$ cat src/rtl/vm_pkg.sv
`default_nettype none
// ============================================================================
// Module   : vm_pkg
// Purpose  : Shared vending-machine definitions. These are the coin encodings
//            and values used by both the coin-accepting front end and the
//            change dispenser, plus the dispenser state encoding.
// Revision : 1.0 - initial release
// ============================================================================
package vm_pkg;

    // One-hot coin encodings shared across the vending datapath
    localparam logic [2:0] COIN_NONE = 3'b000;
    localparam logic [2:0] COIN_1    = 3'b001;
    localparam logic [2:0] COIN_2    = 3'b010;
    localparam logic [2:0] COIN_5    = 3'b100;

    // Face value of each denomination, in currency units
    localparam int unsigned VAL_1 = 1;
    localparam int unsigned VAL_2 = 2;
    localparam int unsigned VAL_5 = 5;

    // Change-dispenser FSM states
    typedef enum logic [1:0] {
        DISP_IDLE   = 2'd0,
        DISP_SELECT = 2'd1,
        DISP_PAY    = 2'd2,
        DISP_DONE   = 2'd3
    } disp_state_t;

endpackage : vm_pkg
`default_nettype wire

$ cat src/rtl/change_dispenser_coin_select.sv
`default_nettype none
// ============================================================================
// Module   : coin_select
// Purpose  : Greedy coin picker. Chooses the largest denomination that both
//            fits in the remaining amount and is still in stock.
// Revision : 1.0 - initial release
// ============================================================================
module coin_select
    import vm_pkg::*;
#(
    parameter int AMT_W = 4,
    parameter int INV_W = 6
) (
    input  logic [AMT_W-1:0] remaining,
    input  logic [INV_W-1:0] inv_1,
    input  logic [INV_W-1:0] inv_2,
    input  logic [INV_W-1:0] inv_5,
    output logic             sel_valid,
    output logic [2:0]       sel_coin,
    output logic [AMT_W-1:0] sel_value
);

    // Compare at 32 bits so narrow AMT_W settings never truncate the values
    logic [31:0] w_rem32;
    assign w_rem32 = 32'(remaining);

    // Priority pick 5 -> 2 -> 1; a denomination qualifies only when in stock
    always_comb begin
        sel_valid = 1'b0;
        sel_coin  = COIN_NONE;
        sel_value = '0;
        if ((w_rem32 >= VAL_5) && (|inv_5)) begin
            sel_valid = 1'b1;
            sel_coin  = COIN_5;
            sel_value = AMT_W'(VAL_5);
        end else if ((w_rem32 >= VAL_2) && (|inv_2)) begin
            sel_valid = 1'b1;
            sel_coin  = COIN_2;
            sel_value = AMT_W'(VAL_2);
        end else if ((w_rem32 >= VAL_1) && (|inv_1)) begin
            sel_valid = 1'b1;
            sel_coin  = COIN_1;
            sel_value = AMT_W'(VAL_1);
        end
    end

endmodule : coin_select
`default_nettype wire

$ cat src/rtl/change_dispenser.sv
`default_nettype none
// ============================================================================
// Module   : change_dispenser
// Purpose  : Pays a change amount as a sequence of one-hot coin ejections,
//            tracks per-denomination inventory and flags shortfalls.
// Revision : 1.0 - initial release
// ============================================================================
module change_dispenser
    import vm_pkg::*;
#(
    parameter int AMT_W    = 4,
    parameter int INV_W    = 6,
    parameter int INV_INIT = 20
) (
    input  logic             clk,
    input  logic             reset,
    input  logic             req_valid,
    input  logic [AMT_W-1:0] req_amount,
    output logic             req_ready,
    output logic [2:0]       coin,
    output logic             coin_valid,
    input  logic             coin_ack,
    input  logic             refill,
    output logic             done,
    output logic             short,
    output logic [AMT_W-1:0] remaining,
    output logic [INV_W-1:0] inv_1,
    output logic [INV_W-1:0] inv_2,
    output logic [INV_W-1:0] inv_5
);

    localparam logic [INV_W-1:0] c_INV_INIT = INV_W'(INV_INIT);
    localparam logic [INV_W-1:0] c_INV_ONE  = INV_W'(1);

    disp_state_t      r_state;
    logic [2:0]       r_coin;
    logic             r_coin_valid;
    logic [AMT_W-1:0] r_coin_value;
    logic             r_done;
    logic             r_short;
    logic [AMT_W-1:0] r_remaining;
    logic [INV_W-1:0] r_inv_1;
    logic [INV_W-1:0] r_inv_2;
    logic [INV_W-1:0] r_inv_5;

    logic             w_sel_valid;
    logic [2:0]       w_sel_coin;
    logic [AMT_W-1:0] w_sel_value;

    coin_select #(
        .AMT_W (AMT_W),
        .INV_W (INV_W)
    ) u_coin_select (
        .remaining (r_remaining),
        .inv_1     (r_inv_1),
        .inv_2     (r_inv_2),
        .inv_5     (r_inv_5),
        .sel_valid (w_sel_valid),
        .sel_coin  (w_sel_coin),
        .sel_value (w_sel_value)
    );

    // Dispense FSM with its coin, status and inventory registers
    always_ff @(posedge clk) begin
        if (reset) begin
            r_state      <= DISP_IDLE;
            r_coin       <= COIN_NONE;
            r_coin_valid <= 1'b0;
            r_coin_value <= '0;
            r_done       <= 1'b0;
            r_short      <= 1'b0;
            r_remaining  <= '0;
            r_inv_1      <= c_INV_INIT;
            r_inv_2      <= c_INV_INIT;
            r_inv_5      <= c_INV_INIT;
        end else begin
            r_done <= 1'b0;
            case (r_state)
                DISP_IDLE: begin
                    // Refill lands at the same edge as a request, so SELECT
                    // already works from the reloaded counts
                    if (refill) begin
                        r_inv_1 <= c_INV_INIT;
                        r_inv_2 <= c_INV_INIT;
                        r_inv_5 <= c_INV_INIT;
                    end
                    if (req_valid) begin
                        r_remaining <= req_amount;
                        if (req_amount == '0) begin
                            r_state <= DISP_DONE;
                            r_done  <= 1'b1;
                            r_short <= 1'b0;
                        end else begin
                            r_state <= DISP_SELECT;
                        end
                    end
                end
                DISP_SELECT: begin
                    if (r_remaining == '0) begin
                        r_state <= DISP_DONE;
                        r_done  <= 1'b1;
                        r_short <= 1'b0;
                    end else if (!w_sel_valid) begin
                        // Out of usable coins: remaining keeps the unpaid part
                        r_state <= DISP_DONE;
                        r_done  <= 1'b1;
                        r_short <= 1'b1;
                    end else begin
                        r_coin       <= w_sel_coin;
                        r_coin_valid <= 1'b1;
                        r_coin_value <= w_sel_value;
                        r_state      <= DISP_PAY;
                    end
                end
                DISP_PAY: begin
                    // Coin is only committed once the hopper takes it
                    if (coin_ack && r_coin_valid) begin
                        r_remaining <= r_remaining - r_coin_value;
                        case (r_coin)
                            COIN_1:  r_inv_1 <= r_inv_1 - c_INV_ONE;
                            COIN_2:  r_inv_2 <= r_inv_2 - c_INV_ONE;
                            COIN_5:  r_inv_5 <= r_inv_5 - c_INV_ONE;
                            default: ;
                        endcase
                        r_coin       <= COIN_NONE;
                        r_coin_valid <= 1'b0;
                        r_state      <= DISP_SELECT;
                    end
                end
                DISP_DONE: begin
                    // short is only meaningful alongside the done pulse
                    r_short <= 1'b0;
                    r_state <= DISP_IDLE;
                end
                default: r_state <= DISP_IDLE;
            endcase
        end
    end

    assign req_ready  = (r_state == DISP_IDLE);
    assign coin       = r_coin;
    assign coin_valid = r_coin_valid;
    assign done       = r_done;
    assign short      = r_short;
    assign remaining  = r_remaining;
    assign inv_1      = r_inv_1;
    assign inv_2      = r_inv_2;
    assign inv_5      = r_inv_5;

endmodule : change_dispenser
`default_nettype wire

$ cat config.mk
export PLATFORM = sky130hd
export DESIGN_NAME = change_dispenser
export DESIGN_NICKNAME = d
export VERILOG_FILES = /design/src/rtl/vm_pkg.sv /design/src/rtl/change_dispenser_coin_select.sv /design/src/rtl/change_dispenser.sv
export SDC_FILE = /design/constraint.sdc
export NUM_CORES = 1
export LEC_CHECK = 0
export ABC_AREA = 0
export CAP_MARGIN = 20
export CORE_MARGIN = 2
export CORE_UTILIZATION = 26
export CTS_CLUSTER_DIAMETER = 100
export DETAILED_ROUTE_END_ITERATION = 10
export SYNTH_ARGS = -nofsm -noshare
export SYNTH_HDL_FRONTEND = slang
export SYNTH_SLANG_ARGS = --single-unit
$ cat constraint.sdc
create_clock -name clk -period 2.9 [get_ports clk]
set_clock_uncertainty 0.05 [all_clocks]
set_input_delay 0.87 -clock clk [delete_from_list [all_inputs] [get_ports clk]]
set_output_delay 0.87 -clock clk [all_outputs]
set_load 0.01 [all_outputs]
==> results.md <==
* Number of global-route vias before repair at 1439
* Largest net degree at the start of global routing at 14
* Yosys warnings at 0
* Die height at 86.3 um
* Synth unique cells at 40
* Largest area contributor in the netlist: dfxtp_1
* Critical path capture point type: register
* Routed Antenna Nets at 0
* Number of remaining DRC errors at 0
* Setup_tns at 0 ns
* Detailed Place HPWL at 3.34 mm
* Via count at between 1500 and 2000
* Post-Syn Instances at 209
* Maxcap violations at 0
* RSZ-0062 raised after global routing: false
* CP max stage cell: clkdlybuf4s50_1
* Skew-Pair Late Insertion Delay at 0.28 ns
* Post-synth EDFFs at 0
* WL/cell at 12.8 um
* DIE WIDTH at 86.3 um
* Worst Setup Start Kind: input port
* Initial Util at between 20% and 30%
* Area Overhead vs Synth at 31.9%
* CP required at roughly 3.0 ns
* Slew HR at 59.4%
* Total CTS buffers at 5
* Crit-path max cell delay at 0.56 ns
* VDD IR-drop max at ~180 uV
* CTS Buffer Depth at 2
* Placement Setup Slack at 0.272 ns
* Die area at 7460 um^2
* Hold Crit Start: r_coin_value[2]
* Port bufs at 37
* Critical Path AT at between 2 and 2.5 ns
* CTS Sinks at 33
* Post-route setup slack at 0.587 ns
* Critical Path Start: coin_ack
* Initial antenna violation count at 0
* Synthesized Nets at approximately 230
* CORE AREA at roughly 6700 um^2
* Cell depth of the worst flop-to-flop path at 7
* WL final at 4.26 mm
* Post-cts sizing count at 0
* Final min period at ~2.3 ns
* Worst path cell trace: clkdlybuf4s50_1 > nand3_4 > a221oi_4 > nand3b_1 > xor2_1 > nor2_1
* Outcome: finished clean
* PD cells at 535 nW/um^2
* RR Endpoint: r_coin_value[0]
* CP Class: in2reg
* DR pass1 iterations at 4
* DR iter-0 viols at 55
* Max frequency at 432 MHz
* Prevailing post-synth register cell: dfxtp_1
* Clock Tree Root: clkbuf_8
* Num rows at 30
* Filler cells at 699
* CTS tree: built
* Worst r2r src: inv_5[0]
* Final setup vio count at 0
* Nets at about 270
* CTS H-tree depth at 2
* Layout cells sized above 1 at 8.70%
* Global-route wire length before repair at 7.03 mm
* Register area share after synthesis at between 30% and 40%
* Most frequent cells in the layout: nor2_1, clkdlybuf4s50_1, dfxtp_1, a21oi_1, inv_1
* GRT Util Overall at between 10% and 20%
* Syn_area_per_cell at 8.44 um^2
* Slew @ Worst Pin at 0.604 ns
* Antenna diodes at 0
* Clock slew at reported path FFs at 0.07 ns
* Final Util at 34.8%
* Reg2Reg Setup Slack at between 0.9 and 1 ns
* Yosys top cell area share at 37.5%
* I/O pin count at 38
* Synthesis-stage register bit count at 33
* Final Power at 0.00125 W
* Register area at 661 um^2
* Placer Congestion at 0.758
* CP endpoint: inv_5[3]
* Vias per inst at 4.77
* Crit-path max FO at 8
* Fin crit share at about four fifths
* GRT overflow at 0
* Multi-input gate area in the final layout at 1020 um^2
* Pins Over Slew Limit at 0
* Setup Buffers After CTS at 0
* Final hold violations at 0
* Cell Area, Synth at 1760 um^2
* Synth async-reset ratio at 0%
* Tightest Hold Check Type: reg2reg
* Top post-synthesis cells by area: dfxtp_1, nor2_1, a21oi_1, xor2_1, a221oi_4
* Commonest non-fill, non-tap cell in the layout: nor2_1
* Leak at 0.837 nW
* Hold buffers post-CTS at 0
report_power, final:
part           switching (W)  internal (W)
clock               0.000166      0.000166
sequential         0.0000432      0.000490
combinational       0.000201      0.000179
total               0.000410      0.000835
logic make-up after synthesis:
group,after synthesis,share of synthesized area (%)
xor gates and xnor gates,13,6.46
and+or+nand+nor,88,25.0
buffers and inverters,20,4.54
DFF,33,37.5
AOI/OAI and AO/OA,48,21.2
adders and majority gates,7,5.39
synthesized netlist by cell type, types with 2 or more instances:
cell type  number
nor2b_1         3
nand2_1        11
or3b_1          4
nor2_1         40
nand3b_1        3
nand3_1         4
ha_1            6
o21ai_0         7
o211ai_1        2
dfxtp_1        33
xnor2_1         3
nand2b_1        3
nand4_1         3
nor3_1          7
nand2b_2        2
nor4_1          4
a21oi_1        21
o21ai_1         2
a32o_1          2
inv_1          14
a211oi_1        2
and3_1          2
xor2_1         10
a221oi_4        3
buf_2           3
sequential cells by signal (all words and copies together), names as in the netlist:
name,flops
inv_5,6
r_state,2
coin,3
inv_2,6
remaining,4
r_coin_value,3
short,1
inv_1,6
coin_valid,1
done,1
layer usage:
metal | GRT usage (%) | share of wire (%)
met5 | 0 | 0
met4 | 3.27 | 0.68
met3 | 2.86 | 5.6
met2 | 19.5 | 48
met1 | 15.2 | 45
stage by stage:
stage                     hold slack [ns]  cell area, um^2  cells
after global routing                0.475             2330    333
after CTS                           0.453             2330    333
after floorplan                     0.409             1760    209
final                               0.455             2330    333
after detailed placement            0.442             2240    325
after global placement              0.438             2240    325
layout make-up:
cell class / count / area share (%)
clock buffers: 6 / 3.12
repair buffers: 42 / 17.5
inverters: 14 / 2.26
flip-flops and latches: 33 / 28.4
multi-input cells: 156 / 43.9
well taps: 80 / 4.30
clock inverters: 2 / 0.430
worst min-delay path by stage:
stage / to / slack [ns] / cells past startpoint
final: r_coin_value[2] / 0.45 / 2
after global routing: r_coin_value[2] / 0.48 / 2
after CTS: r_coin_value[2] / 0.45 / 2
after detailed placement: r_coin_value[2] / 0.44 / 2
after global placement: r_coin_value[2] / 0.44 / 2
after floorplan: r_coin_value[2] / 0.41 / 2
critical path: cells and delay by family:
family                 cells  cell delay, ns
AO/OA/AOI/OAI              1            0.48
XOR/XNOR                   1            0.15
buffers and inverters      1            0.56
AND/OR/NAND/NOR            3            0.37
(Power assumes the default switching activity.)
